$ cat src/rtl/ms_loader.sv
// Program loader for the PATP main store: takes a framed byte stream (length, payload,
// checksum), writes the payload from address 0 up and releases the core on a good checksum.
module ms_loader #(
    parameter int ADDR_W = 5,
    parameter int DATA_W = 8,
    parameter int DEPTH  = 32
) (
    input  logic              clk,
    input  logic              rst,
    input  logic              in_valid,
    input  logic [DATA_W-1:0] in_data,
    output logic              in_ready,
    input  logic              reload,
    output logic              ms_write,
    output logic [ADDR_W-1:0] ms_addr,
    output logic [DATA_W-1:0] ms_data,
    output logic              core_rst,
    output logic              done,
    output logic              err
);

    localparam logic [1:0] ST_IDLE  = 2'd0;
    localparam logic [1:0] ST_LOAD  = 2'd1;
    localparam logic [1:0] ST_CHECK = 2'd2;
    localparam logic [1:0] ST_RUN   = 2'd3;

    localparam logic [DATA_W-1:0] DEPTH_B = DATA_W'(DEPTH);
    localparam logic [DATA_W-1:0] ONE_B   = {{(DATA_W-1){1'b0}}, 1'b1};

    // A frame is good when length + payload + checksum wraps to zero.
    function automatic logic checksum_ok(input logic [DATA_W-1:0] sum, input logic [DATA_W-1:0] c);
        logic [DATA_W-1:0] total;
        total = sum + c;
        return (total == {DATA_W{1'b0}});
    endfunction

    logic [1:0]        state_r;
    logic [DATA_W-1:0] len_r;
    logic [DATA_W-1:0] sum_r;
    logic [ADDR_W-1:0] cnt_r;

    logic              xfer_s;
    logic              len_ok_s;
    logic              last_s;
    logic [DATA_W-1:0] sum_next_s;

    assign xfer_s = in_valid && in_ready;

    // Decode of the incoming byte against the current frame position.
    always_comb begin
        len_ok_s   = (in_data != {DATA_W{1'b0}}) && (in_data <= DEPTH_B);
        sum_next_s = sum_r + in_data;
        last_s     = ({{(DATA_W-ADDR_W){1'b0}}, cnt_r} == (len_r - ONE_B));
    end

    // Frame state machine and all registered outputs.
    always_ff @(posedge clk or posedge rst) begin
        if (rst) begin
            state_r  <= ST_IDLE;
            len_r    <= {DATA_W{1'b0}};
            sum_r    <= {DATA_W{1'b0}};
            cnt_r    <= {ADDR_W{1'b0}};
            in_ready <= 1'b0;
            ms_write <= 1'b0;
            ms_addr  <= {ADDR_W{1'b0}};
            ms_data  <= {DATA_W{1'b0}};
            core_rst <= 1'b1;
            done     <= 1'b0;
            err      <= 1'b0;
        end else begin
            ms_write <= 1'b0;
            case (state_r)
                ST_IDLE: begin
                    in_ready <= 1'b1;
                    if (xfer_s) begin
                        if (len_ok_s) begin
                            len_r   <= in_data;
                            sum_r   <= in_data;
                            cnt_r   <= {ADDR_W{1'b0}};
                            err     <= 1'b0;
                            state_r <= ST_LOAD;
                        end else begin
                            err <= 1'b1;
                        end
                    end
                end
                ST_LOAD: begin
                    in_ready <= 1'b1;
                    if (xfer_s) begin
                        ms_write <= 1'b1;
                        ms_addr  <= cnt_r;
                        ms_data  <= in_data;
                        sum_r    <= sum_next_s;
                        // cnt_r saturates at the last address; it is never used past it.
                        if (last_s) begin
                            state_r <= ST_CHECK;
                        end else begin
                            cnt_r <= cnt_r + {{(ADDR_W-1){1'b0}}, 1'b1};
                        end
                    end
                end
                ST_CHECK: begin
                    if (xfer_s) begin
                        if (checksum_ok(sum_r, in_data)) begin
                            in_ready <= 1'b0;
                            done     <= 1'b1;
                            core_rst <= 1'b0;
                            state_r  <= ST_RUN;
                        end else begin
                            in_ready <= 1'b1;
                            err      <= 1'b1;
                            state_r  <= ST_IDLE;
                        end
                    end else begin
                        in_ready <= 1'b1;
                    end
                end
                ST_RUN: begin
                    if (reload) begin
                        in_ready <= 1'b1;
                        done     <= 1'b0;
                        core_rst <= 1'b1;
                        state_r  <= ST_IDLE;
                    end else begin
                        in_ready <= 1'b0;
                    end
                end
                default: begin
                    in_ready <= 1'b0;
                    done     <= 1'b0;
                    core_rst <= 1'b1;
                    state_r  <= ST_IDLE;
                end
            endcase
        end
    end

endmodule

$ cat config.mk
export PLATFORM = sky130hd
export DESIGN_NAME = ms_loader
export DESIGN_NICKNAME = d
export VERILOG_FILES = /design/src/rtl/ms_loader.sv
export SDC_FILE = /design/constraint.sdc
export NUM_CORES = 1
export LEC_CHECK = 0
export CAP_MARGIN = 30
export CORE_MARGIN = 10
export CORE_UTILIZATION = 52
export CTS_BUF_LIST = sky130_fd_sc_hd__clkbuf_8
export DETAILED_ROUTE_END_ITERATION = 10
export PLACE_DENSITY = 0.77
export REMOVE_ABC_BUFFERS = 1
export SETUP_SLACK_MARGIN = 0.5
export SLEW_MARGIN = 20
export SYNTH_ARGS = -nofsm -noshare
export SYNTH_HDL_FRONTEND = slang
export SYNTH_SLANG_ARGS = --single-unit
$ cat constraint.sdc
create_clock -name clk -period 2.5 [get_ports clk]
set_input_delay 0.5 -clock clk [delete_from_list [all_inputs] [get_ports clk]]
set_output_delay 0.5 -clock clk [all_outputs]
set_load 0.02 [all_outputs]
## Yosys cells after proc, flatten, opt, wreduce, memory -nomap -nowiden

Cells that the tools add are included.

| cells by class | value |
|---|---|
| add/subtract/negate cells | 3 |
| $mul | 0 |
| divide/modulo/power cells | 0 |
| $lt $le $gt $ge | 1 |
| equality and inequality tests | 13 |
| shift-type cells | 0 |
| mux-type cells | 36 |
| bitwise operators | 0 |
| reduce and logical (&&, ||, !) cells | 16 |

Operator list:

| operator | number |
|---|---|
| $mux 8 | 3 |
| $mux 5 | 4 |
| $ne 2x2->1 const B | 9 |
| $pmux 8 s2 | 1 |
| $mux 1 | 15 |
| $mux 2 | 7 |
| $reduce_and 4->1 | 3 |
| $pmux 5 s2 | 1 |
| $add 8x8->8 | 1 |
| $eq 5x8->1 | 1 |
| $le 8x6->1 const B | 1 |
| $logic_not 8->1 | 1 |
| $pmux 2 s4 | 1 |
| $reduce_bool 8->1 | 1 |
| $sub 8x1->8 const B | 1 |
| $pmux 1 s2 | 3 |
| $reduce_and 6->1 | 1 |
| $reduce_bool 2->1 | 3 |
| $add 5x1->5 const B | 1 |
| $reduce_and 5->1 | 1 |
| $eq 2x2->1 const B | 2 |
| $pmux 1 s3 | 1 |
| $reduce_and 3->1 | 1 |
| $eq 2x1->1 const B | 1 |
| other kinds (4) | 5 |

| storage, ports and cells | value |
|---|---|
| register bits | 41 |
| bits in latches | 0 |
| memory bits (writable) | 0 |
| ROM bits | 0 |
| bits of input ports | 12 |
| output and inout port bits | 18 |
| logic and storage cells | 80 |
| memories kept | 0 |

## Logic depth before layout (Yosys ltp)

Gate-level depths: netlist of run 1.

| depth | value |
|---|---|
| depth after elaboration | 5 |
| mapped depth | 8 |
| gate-level depth less buffers | 8 |

## Worst setup path before layout of run 1

No wires, ideal clock.

| path | value |
|---|---|
| path type | input -> register |
| start point | in in_data[0] |
| end point | reg done |
| setup time | 0.080 ns |
| arrival | 2.457 ns |
| required time | 2.420 ns |
| path slack | -0.036 ns |
| stages on the path | 8 |
| buffers on the path | 0 |
| cell sequence | ha_1 fa_1 a211oi_1 o21bai_1 a2111oi_0 and4_1 and2_1 a2bb2oi_1 |

| on the way | value |
|---|---|
| cells in the longest elaborated chain, start to end | 4 |

Ends and longest elaborated chain:

| what | RTL line | source |
|---|---|---|
| start, declared | 11 | `input logic [DATA_W-1:0] in_data,` |
| $add 8x8->8 | 33 | `total = sum + c;` |
| $logic_not 8->1 | 34 | `return (total == {DATA_W{1'b0}});` |
| $ne 2x2->1 (no source line) | -- |  |
| $reduce_and 4->1 (no source line) | -- |  |
| end signal, assigned | 68 | `done <= 1'b0;` |
| end signal, assigned | 106 | `done <= 1'b1;` |
| end signal, assigned | 121 | `done <= 1'b0;` |
| end, declared | 18 | `output logic done,` |

No other way between the ends.
A chain may end at the register's enable or synchronous reset.

## Worst setup path in the final report of run 1

| path | value |
|---|---|
| start point | reg sum_r[0] |
| end point | reg sum_r[4] |

| on the way | value |
|---|---|
| cells in the longest elaborated chain, start to end | 3 |

Ends and longest elaborated chain:

| what | RTL line | source |
|---|---|---|
| start, declared | 39 | `logic [DATA_W-1:0] sum_r;` |
| start signal, assigned | 61 | `sum_r <= {DATA_W{1'b0}};` |
| start signal, assigned | 78 | `sum_r <= in_data;` |
| start signal, assigned | 93 | `sum_r <= sum_next_s;` |
| $add 8x8->8 | 52 | `sum_next_s = sum_r + in_data;` |
| $mux 8 | 89 | `if (xfer_s) begin` |
| $pmux 8 s2 | 72 | `case (state_r)` |

No other way between the ends. The select of a mux whose other input is x is not followed.

==> results by group, run 1 <==
Synth
  • Register area share after synthesis: about 44%
  • Leading area contributor after synthesis: dfrtp_1
  • Synth top area cells: dfrtp_1, nand2_1, ha_1
  • Primary FF master, synth: dfrtp_1
  • Avg Cell Area, Syn: slightly below 9 µm²
  • Cell variety after synth: 51
  • Post-Synthesis Cell Area: 2330 µm²
  • Asr flop ratio synth: 100%
  • EDFF count, synth: 0
  • Number of synthesized register bits: between 40 and 50
  • Post-synth top area share: a little over two fifths
  • Yosys warning count: 0
  • Mapped Cells: between 200 and 300

Worst hold path
  • Hold path endpoint: ms_addr[4]$_DFFE_PP0P_
  • Critical hold path startpoint: ms_addr[4]$_DFFE_PP0P_
  • WHS Path Cells: 2
  • Hold crit path type: register to register

STA
  • Final Hold Viols: 0
  • Skew final: between 0.005 and 0.006 ns
  • Fmax: 0.415 GHz
  • Setup TNS: 0 ns
  • Minimum clock period: 2.41 ns
  • Slew at the pin closest to its max-slew limit: 0.529 ns
  • Fin crit share: between 90% and 100%
  • Setup-failing EPs final: 0
  • RSZ-0062 raised after global routing: yes
  • Max Transition Viols Final: 0
  • Max_slew headroom: approximately two thirds

Power
  • Final Power: approximately 4400 µW
  • Static Leak: 0.00154 µW
  • VDD IR-drop max: ~750 µV
  • P per Cell Area: around 1300 nW/µm²

Critical path
  • CP Max Fanout: 2
  • Worst EP arrival: roughly 2.6 ns
  • Startpoint types: register
  • Required time of the critical path: 2.69 ns
  • Reg2reg setup slack: between 0.09 and 0.1 ns
  • RR Startpoint: sum_r[0]$_DFFE_PP0P_
  • Reg2reg end: sum_r[4]$_DFFE_PP0P_
  • CP Class: register to register
  • Endpoint class of the critical path: register
  • Worst r2r path cells: 13

CTS
  • Clock buffer depth: 2
  • Later-pin clock latency in the skew report: ~0.30 ns
  • Clock Root Buffer: clkbuf_8
  • CTS H-tree lvls: 2
  • Clock Sinks: just over 40
  • CTS tree: done
  • Cts bufs inserted: 5
  • Clock-pin slew on the worst setup and hold paths: approximately 0.080 ns

Floorplanning
  • IO Pins: 30
  • Initial Utilization: a little over half
  • Vert. Die Dim: approximately 87 µm
  • Die width: a little under 90 µm
  • # rows: 24
  • Core area: ~4400 µm²
  • Die area: about 7600 µm²

GRT
  • First-pass GRT wire length: 10900 µm
  • Vias in the first global route: about 2200
  • Largest net degree at the start of global routing: 42
  • Remaining Overflow, GRT: 0
  • GR Util All Layers: ~18%
  • Initial antenna violation count: 0

Layout
  • Commonest non-fill, non-tap cell in the layout: nand2_1
  • # diodes: 0
  • Number of fill cells: 288
  • Share of cells above drive strength 1: approximately 30%
  • Leading cell types in the layout, fill and taps excluded: nand2_1, dfrtp_1, buf_4
  • Nets: between 300 and 400
  • Post-route cell area: approximately 3400 µm²
  • P&R area growth vs syn: 44.9%

Route
  • Number of remaining DRC errors: 0
  • Post-DR vias/cell: roughly 5.7
  • Avg WL per Cell: ~17 µm
  • First-pass DRT Iterations: 4
  • Routed Antenna Nets: 0
  • DRT iter0 DRCs: between 100 and 150
  • DRT Wirelength: 6760 µm
  • Via Count: approximately 2300

Outcome
  • Status: complete, no violations

Place
  • Dpl cell area: roughly 2900 µm²
  • DP Wirelength: 4320 µm
  • IO buf count: 29
  • GPL Wtd Cong: 0.884

Run
  • Max_cap viols: 0
-- worst max path at each step --
stage               slack, ns                 start  cells after the start                endpoint
finish                   0.09  sum_r[0]$_DFFE_PP0P_                     13    sum_r[4]$_DFFE_PP0P_
global route             0.02  sum_r[0]$_DFFE_PP0P_                     13    sum_r[4]$_DFFE_PP0P_
floorplan               -0.04            in_data[0]                      8        done$_DFFE_PP0P_
global placement        -0.65            in_data[0]                      9        done$_DFFE_PP0P_
CTS                      0.13  sum_r[0]$_DFFE_PP0P_                      8  state_r[0]$_DFFE_PP0P_
detailed placement      -0.76            in_data[0]                      9        done$_DFFE_PP0P_
-- cell usage after synthesis, types with 2 or more instances --
cell type	number
o21ai_0	14
xor2_1	6
ha_1	9
buf_2	2
nor2_1	16
xnor2_1	5
a31oi_1	4
nand2_2	2
or3_1	4
o211ai_1	5
inv_1	8
nor4_1	2
nor3_1	5
o31ai_1	4
dfrtp_1	40
a2bb2oi_1	2
a21oi_1	15
nand2b_1	2
a211oi_1	5
buf_6	2
nand4_1	4
and2_1	4
o21ai_1	2
nand3_1	4
nand3b_1	2
buf_1	2
nand2_1	68
o21bai_1	4
clkbuf_1	4
-- worst max-delay path, stage by stage, from the launching register on --
cell      delay (ns)
dfrtp_1         0.40
ha_2            0.19
fa_2            0.38
a211oi_4        0.30
o21bai_2        0.13
buf_4           0.15
buf_6           0.11
buf_6           0.10
buf_6           0.10
buf_6           0.10
buf_6           0.10
buf_6           0.10
nand3_2         0.06
a31oi_1         0.07
-- sequential cells by signal, summed over array words and instances, names as in the netlist, 2 cells and up --
register and flops:
cnt_r 5, len_r 8, ms_addr 5, ms_data 8, state_r 2, sum_r 8
-- kinds of logic (layout without fill, tap and decap cells) --
family | Yosys count | count (layout) | share of synthesized area (%)
simple gates | 121 | 122 | 23.7
compound gates | 66 | 66 | 18.4
flops | 41 | 41 | 44.0
buf+inv | 19 | 94 | 4.08
xor+xnor | 11 | 11 | 4.13
fa+ha+maj | 10 | 10 | 5.69
-- repair_timing --
| action | 4_1_cts | 5_1_grt |
|---|---|---|
| setup endpoints to repair | 27 | 21 |
| hold buffers | 0 | 0 |
| buffers inserted | 16 | 2 |
| gates cloned | 1 | 0 |
| gates resized for setup | 55 | 27 |
| pin swaps | 23 | 22 |
-- layer usage --
| metal | up-vias | GRT usage (%) | wire length [µm] | part of all wire [%] |
|---|---|---|---|---|
| li1 | 1080 | - | - | - |
| met1 | 1096 | 23.1 | 2890 | 43 |
| met2 | 72 | 29.4 | 3360 | 50 |
| met3 | 12 | 4.21 | 394 | 5.8 |
| met4 | 0 | 4.71 | 110 | 1.6 |
| met5 | - | 0 | 0 | 0 |
-- cell type report --
cell class | instances | area (µm²) | area share [%]
sequential | 41 | 1030 | 30.4
inverter | 8 | 30.0 | 0.889
timing repair buffer | 78 | 722 | 21.4
multi-input combinational | 209 | 1420 | 41.9
clock buffer | 6 | 82.6 | 2.44
clock inverter | 2 | 33.8 | 1.00
tap | 52 | 65.1 | 1.93
-- power by group --
part | switching [µW] | internal (µW)
clock network | 231 | 322
registers | 273 | 929
logic | 1330 | 1340
total | 1840 | 2590
-- stage by stage --
step | hold WS (ns) | cells | utilization (%) | setup WS, ns
2_1_floorplan | 0.443 | 257 | - | -0.0363
3_3_place_gp | 0.456 | 369 | 65.6 | -0.654
3_5_place_dp | 0.461 | 369 | 65.6 | -0.763
4_1_cts | 0.481 | 394 | 74.5 | 0.130
5_1_grt | 0.502 | 396 | 77.6 | 0.0178
6_report | 0.474 | 396 | 77.6 | 0.0910
(Power assumes the default switching activity.)
==> inputs of run 2 (changes only) <==
--- a/config.mk
+++ b/config.mk
@@ -7,10 +7,10 @@
 export LEC_CHECK = 0
 export CAP_MARGIN = 30
 export CORE_MARGIN = 10
-export CORE_UTILIZATION = 52
+export CORE_UTILIZATION = 50
 export CTS_BUF_LIST = sky130_fd_sc_hd__clkbuf_8
 export DETAILED_ROUTE_END_ITERATION = 10
-export PLACE_DENSITY = 0.77
+export PLACE_DENSITY = 0.74
 export REMOVE_ABC_BUFFERS = 1
 export SETUP_SLACK_MARGIN = 0.5
 export SLEW_MARGIN = 20
==> results by group, run 2 (synthesized netlist as in run 1, its figures left out) <==
Outcome
  • Status: complete, no violations

Critical path
  • Startpoint types: register
  • Reg2reg end: done$_DFFE_PP0P_
  • Worst r2r path cells: 8
  • Worst EP arrival: 2.64 ns
  • CP Max Fanout: 5
  • RR Startpoint: sum_r[0]$_DFFE_PP0P_
  • Endpoint class of the critical path: register
  • CP Class: register to register
  • Reg2reg setup slack: between 0.08 and 0.09 ns
  • Required time of the critical path: between 2 and 3 ns

STA
  • Skew final: around 0.0078 ns
  • Final Hold Viols: 0
  • Max_slew headroom: 65.1%
  • Minimum clock period: 2.42 ns
  • Slew at the pin closest to its max-slew limit: 0.524 ns
  • Max Transition Viols Final: 0
  • Fin crit share: 96.6%
  • Setup-failing EPs final: 0
  • RSZ-0062 raised after global routing: yes
  • Hold Slack: approximately 0.48 ns
  • Fmax: between 0.4 and 0.5 GHz

Layout
  • Regs by FF count: len_r x8, ms_data x8, sum_r x8
  • P&R area growth vs syn: 39.6%
  • Leading cell types in the layout, fill and taps excluded: nand2_1, dfrtp_1, buf_4
  • Post-route cell area: 3260 µm²
  • Share of cells above drive strength 1: 30.4%
  • Multi-input gate area: approximately 1400 µm²
  • # diodes: 0
  • Storage element area: approximately 1000 µm²
  • Nets: ~360
  • Commonest non-fill, non-tap cell in the layout: nand2_1
  • Number of fill cells: approximately 340

Route
  • Routed Antenna Nets: 0
  • DRT iter0 DRCs: between 100 and 150
  • Number of remaining DRC errors: 0
  • Via Count: ~2200
  • Post-DR vias/cell: 5.71
  • DRT Wirelength: ~6300 µm
  • First-pass DRT Iterations: 5
  • Avg WL per Cell: about 16 µm

Worst hold path
  • Hold path endpoint: ms_addr[3]$_DFFE_PP0P_
  • Hold crit path type: register to register
  • Critical hold path startpoint: ms_addr[3]$_DFFE_PP0P_
  • WHS Path Cells: 2

GRT
  • Initial antenna violation count: 0
  • First-pass GRT wire length: around 10000 µm
  • GR Util All Layers: roughly 16%
  • Remaining Overflow, GRT: 0
  • Largest net degree at the start of global routing: 42
  • Vias in the first global route: around 2200

Place
  • DP Wirelength: roughly 4200 µm
  • GPL Wtd Cong: a little over 0.9
  • IO buf count: 29
  • Dpl cell area: 2860 µm²

CTS
  • CTS tree: done
  • Later-pin clock latency in the skew report: about 0.30 ns
  • Clock-pin slew on the worst setup and hold paths: approximately 0.080 ns
  • Clock Root Buffer: clkbuf_8
  • CTS H-tree lvls: 2
  • Clock Sinks: 41
  • Cts bufs inserted: 5
  • Clock buffer depth: 2

Floorplanning
  • Die area: slightly below 8000 µm²
  • Vert. Die Dim: slightly below 90 µm
  • Die width: roughly 90 µm
  • Initial Utilization: 52.5%
  • # rows: 24
  • Core area: roughly 4400 µm²
  • IO Pins: 30

Run
  • Max_cap viols: 0

Power
  • P per Cell Area: around 1300 nW/µm²
  • Static Leak: about 0.0015 µW
  • VDD IR-drop max: around 680 µV
-- run 2: cell count changes in the layout (fill, tap and decap cells not counted), sizes merged --
| cell | previous run | this run |
|---|---|---|
| dlymetal6s2s | 0 | 1 |
| inv | 9 | 8 |
| clkinv | 0 | 2 |
| dlygate4sd2 | 1 | 0 |
| buf | 53 | 44 |
| and3b | 3 | 2 |
| bufinv | 1 | 0 |
| clkinvlp | 0 | 1 |
-- run 2: worst max path at each step --
stage                       endpoint  slack (ns)                 start
finish              done$_DFFE_PP0P_        0.08  sum_r[0]$_DFFE_PP0P_
global route        done$_DFFE_PP0P_        0.02  sum_r[0]$_DFFE_PP0P_
CTS                 done$_DFFE_PP0P_        0.16  sum_r[0]$_DFFE_PP0P_
detailed placement  done$_DFFE_PP0P_       -0.81            in_data[0]
global placement    done$_DFFE_PP0P_       -0.67            in_data[0]
floorplan           done$_DFFE_PP0P_       -0.04            in_data[0]
-- run 2: critical path: stages, from the launching register on --
cell and delay [ns]:
dfrtp_1 0.40, ha_2 0.21, fa_2 0.39, a211oi_4 0.29, o21bai_2 0.14, a2111oi_4 0.32, and4_1 0.27, and2_4 0.19
a2bb2oi_2 0.13
-- run 2: metal layers --
metal | track usage, % | routed length (µm) | vias to the layer above
li1 | - | - | 1066
met2 | 25.9 | 3030 | 51
met3 | 3.58 | 315 | 11
met5 | 0 | 0 | -
met4 | 6.17 | 112 | 0
met1 | 21.5 | 2830 | 1082
-- run 2: cell type report --
type / count / area share, %
Multi-Input combinational cell: 208 / 43.7
Sequential cell: 41 / 31.6
Timing Repair Buffer: 70 / 19.2
Clock buffer: 5 / 2.11
Tap cell: 52 / 2.00
Inverter: 8 / 0.922
Clock inverter: 3 / 0.538
-- run 2: stage by stage --
stage | setup TNS (ns) | cells | setup WS (ns) | utilization (%) | total power (µW)
after floorplan | -0.0582 | 257 | -0.0363 | - | 2350
after global placement | -8.99 | 369 | -0.671 | 64.2 | 3120
after detailed placement | -10.16 | 369 | -0.814 | 64.2 | 3180
after CTS | 0 | 383 | 0.159 | 69.6 | 3810
after global routing | 0 | 387 | 0.0196 | 73.3 | 4420
final | 0 | 387 | 0.0849 | 73.3 | 4120
-- run 2: repair_timing --
item,CTS,global route
setup endpoints to repair,27,27
cloned,1,0
hold buffers,0,0
gates resized for setup,36,46
pin swaps,19,31
setup buffers,5,4
-- run 2: where the power goes --
part / switching, µW / internal, µW / total [µW]
Sequential: 283 / 927 / 1210
Clock: 245 / 193 / 438
Combinational: 1280 / 1200 / 2480
Total: 1810 / 2320 / 4120
==> inputs of run 3 (changes only) <==
--- a/config.mk
+++ b/config.mk
@@ -12,7 +12,7 @@
 export DETAILED_ROUTE_END_ITERATION = 10
 export PLACE_DENSITY = 0.74
 export REMOVE_ABC_BUFFERS = 1
-export SETUP_SLACK_MARGIN = 0.5
+export SETUP_SLACK_MARGIN = 0.2
 export SLEW_MARGIN = 20
 export SYNTH_ARGS = -nofsm -noshare
 export SYNTH_HDL_FRONTEND = slang
==> results by group, run 3 (synthesized netlist as in run 1, its figures left out) <==
Outcome
  • Status: complete, no violations

Critical path
  • CP Max Fanout: 5
  • Reg2reg setup slack: between 0.15 and 0.2 ns
  • CP Class: input port to register
  • Critical path depth in cells: 9
  • Crit path capture: done$_DFFE_PP0P_
  • CP top delay family: simple AND/OR/NAND/NOR gates
  • CP max stage cell: clkdlybuf4s50_1
  • Worst r2r path cells: 8
  • Start point of the critical path: in_data[3]
  • Required time of the critical path: between 2 and 3 ns
  • RR Startpoint: sum_r[0]$_DFFE_PP0P_
  • Reg2reg end: done$_DFFE_PP0P_
  • Max incr delay on CP: between 0.5 and 0.6 ns
  • Sum of buffers and inverters on the critical path: 2
  • Startpoint types: input port
  • Worst EP arrival: between 2 and 3 ns
  • Endpoint class of the critical path: register
  • Critical path, cell by cell: clkdlybuf4s50_1, ha_4, a211oi_4, buf_4, or2_4, a2111oi_4, and4_1, and2_4, a2bb2oi_2

STA
  • Fmax: roughly 0.43 GHz
  • Setup TNS: 0 ns
  • Minimum clock period: around 2.3 ns
  • Hold Slack: between 0.4 and 0.5 ns
  • RSZ-0062 raised after global routing: yes
  • Max Transition Viols Final: 0
  • Fin crit share: around 93%
  • Final Hold Viols: 0
  • Final WS setup: between 0.15 and 0.2 ns
  • Setup-failing EPs final: 0
  • Slew at the pin closest to its max-slew limit: approximately 0.52 ns
  • Skew final: between 0.009 and 0.01 ns
  • Max_slew headroom: between 60 and 70%

Route
  • First-pass DRT Iterations: 4
  • Routed Antenna Nets: 0
  • Via Count: approximately 2200
  • Number of remaining DRC errors: 0
  • Post-DR vias/cell: ~5.6
  • Avg WL per Cell: around 15 µm
  • DRT iter0 DRCs: roughly 110
  • DRT Wirelength: slightly below 6000 µm

Floorplanning
  • Core area: ~4400 µm²
  • Vert. Die Dim: 88.3 µm
  • Die width: 88.3 µm
  • IO Pins: 30
  • # rows: 24
  • Die area: just under 8000 µm²
  • Initial Utilization: between 50% and 60%

Layout
  • Share of cells above drive strength 1: around a quarter
  • Commonest non-fill, non-tap cell in the layout: nand2_1
  • Nets: 354
  • P&R area growth vs syn: 33.7%
  • Number of fill cells: ~360
  • Regs by FF count: len_r x8, ms_data x8, sum_r x8
  • Post-route cell area: between 3000 and 4000 µm²
  • # diodes: 0
  • Leading cell types in the layout, fill and taps excluded: nand2_1, dfrtp_1, buf_4

GRT
  • Remaining Overflow, GRT: 0
  • First-pass GRT wire length: between 10000 and 15000 µm
  • Largest net degree at the start of global routing: 42
  • Initial antenna violation count: 0
  • GR Util All Layers: between 10% and 20%
  • Vias in the first global route: between 2000 and 2500

Worst hold path
  • Hold crit path type: register to register

CTS
  • Later-pin clock latency in the skew report: 0.30 ns
  • Clock Root Buffer: clkbuf_8
  • Clock buffer depth: 2
  • Cts bufs inserted: 5
  • Clock Sinks: between 40 and 50
  • CTS tree: done
  • Clock-pin slew on the worst setup and hold paths: 0.08 ns
  • CTS H-tree lvls: 2

Place
  • GPL Wtd Cong: around 0.9
  • Dpl ws: -0.814 ns
  • DP Wirelength: approximately 4200 µm
  • Dpl cell area: roughly 2900 µm²
  • IO buf count: 29

Power
  • Combinational fraction of design power: a little under 60%
  • Static Leak: 0.00142 µW
  • P per Cell Area: between 1000 and 1500 nW/µm²
  • Switching share of power: between 40% and 50%
  • Sequential share of power: between 30 and 40%
  • VDD IR-drop max: about 580 µV
  • Internal power: between 2000 and 2500 µW
  • Psw: about 1700 µW
  • Share of total power in the clock network: between 10 and 15%

Run
  • Max_cap viols: 0
run 3: routing by layer:
layer / track usage (%) / up-vias / wire length [µm]
li1: - / 1060 / -
met1: 21.1 / 1029 / 2690
met2: 26.0 / 60 / 2830
met3: 3.40 / 7 / 349
met4: 6.02 / 0 / 68
met5: 0 / - / 0
run 3: power groups by stage:
stage	Sequential, µW	Clock [µW]	Combinational, µW
after floorplan	1270	0	1080
after global placement	1190	0	1940
after detailed placement	1200	0	1980
after CTS	1190	447	2110
after global routing	1240	473	2480
final	1200	435	2250
run 3: cell type report:
type / instances / area, µm² / area share [%]
multi-input combinational: 208 / 1330 / 42.5
sequential: 41 / 1030 / 33.0
timing repair buffer: 68 / 583 / 18.7
clock buffer: 5 / 68.8 / 2.21
tap: 52 / 65.1 / 2.09
inverter: 8 / 30.0 / 0.963
clock inverter: 3 / 17.5 / 0.562
run 3: how the worst min path moves through the flow:
stage / from / to / slack [ns] / cells after the start
6_report: ms_addr[3]$_DFFE_PP0P_ / ms_addr[3]$_DFFE_PP0P_ / 0.48 / 2
5_1_grt: ms_addr[0]$_DFFE_PP0P_ / ms_addr[0]$_DFFE_PP0P_ / 0.50 / 2
4_1_cts: ms_addr[1]$_DFFE_PP0P_ / ms_addr[1]$_DFFE_PP0P_ / 0.48 / 2
3_5_place_dp: ms_data[4]$_DFFE_PP0P_ / ms_data[4]$_DFFE_PP0P_ / 0.46 / 2
3_3_place_gp: ms_addr[3]$_DFFE_PP0P_ / ms_addr[3]$_DFFE_PP0P_ / 0.46 / 2
2_1_floorplan: sum_r[2]$_DFFE_PP0P_ / sum_r[2]$_DFFE_PP0P_ / 0.44 / 2
run 3: per-stage QoR:
step	cells	power, µW	util (%)
2_1_floorplan	257	2350	-
6_report	385	3880	70.2
4_1_cts	381	3750	68.3
5_1_grt	385	4190	70.2
3_5_place_dp	369	3180	64.2
3_3_place_gp	369	3120	64.2
run 3: worst min-delay path: cells and delay by family, from the launching register on:
| kind | cells | cell delay, ns |
|---|---|---|
| DFF | 1 | 0.35 |
| and+or+nand+nor | 2 | 0.10 |
run 3: timing repair:
item,4_1_cts,5_1_grt
gates resized for setup,22,21
buffers inserted,4,4
endpoints found under the setup margin,27,22
pin swaps,11,22
hold buffers,0,0
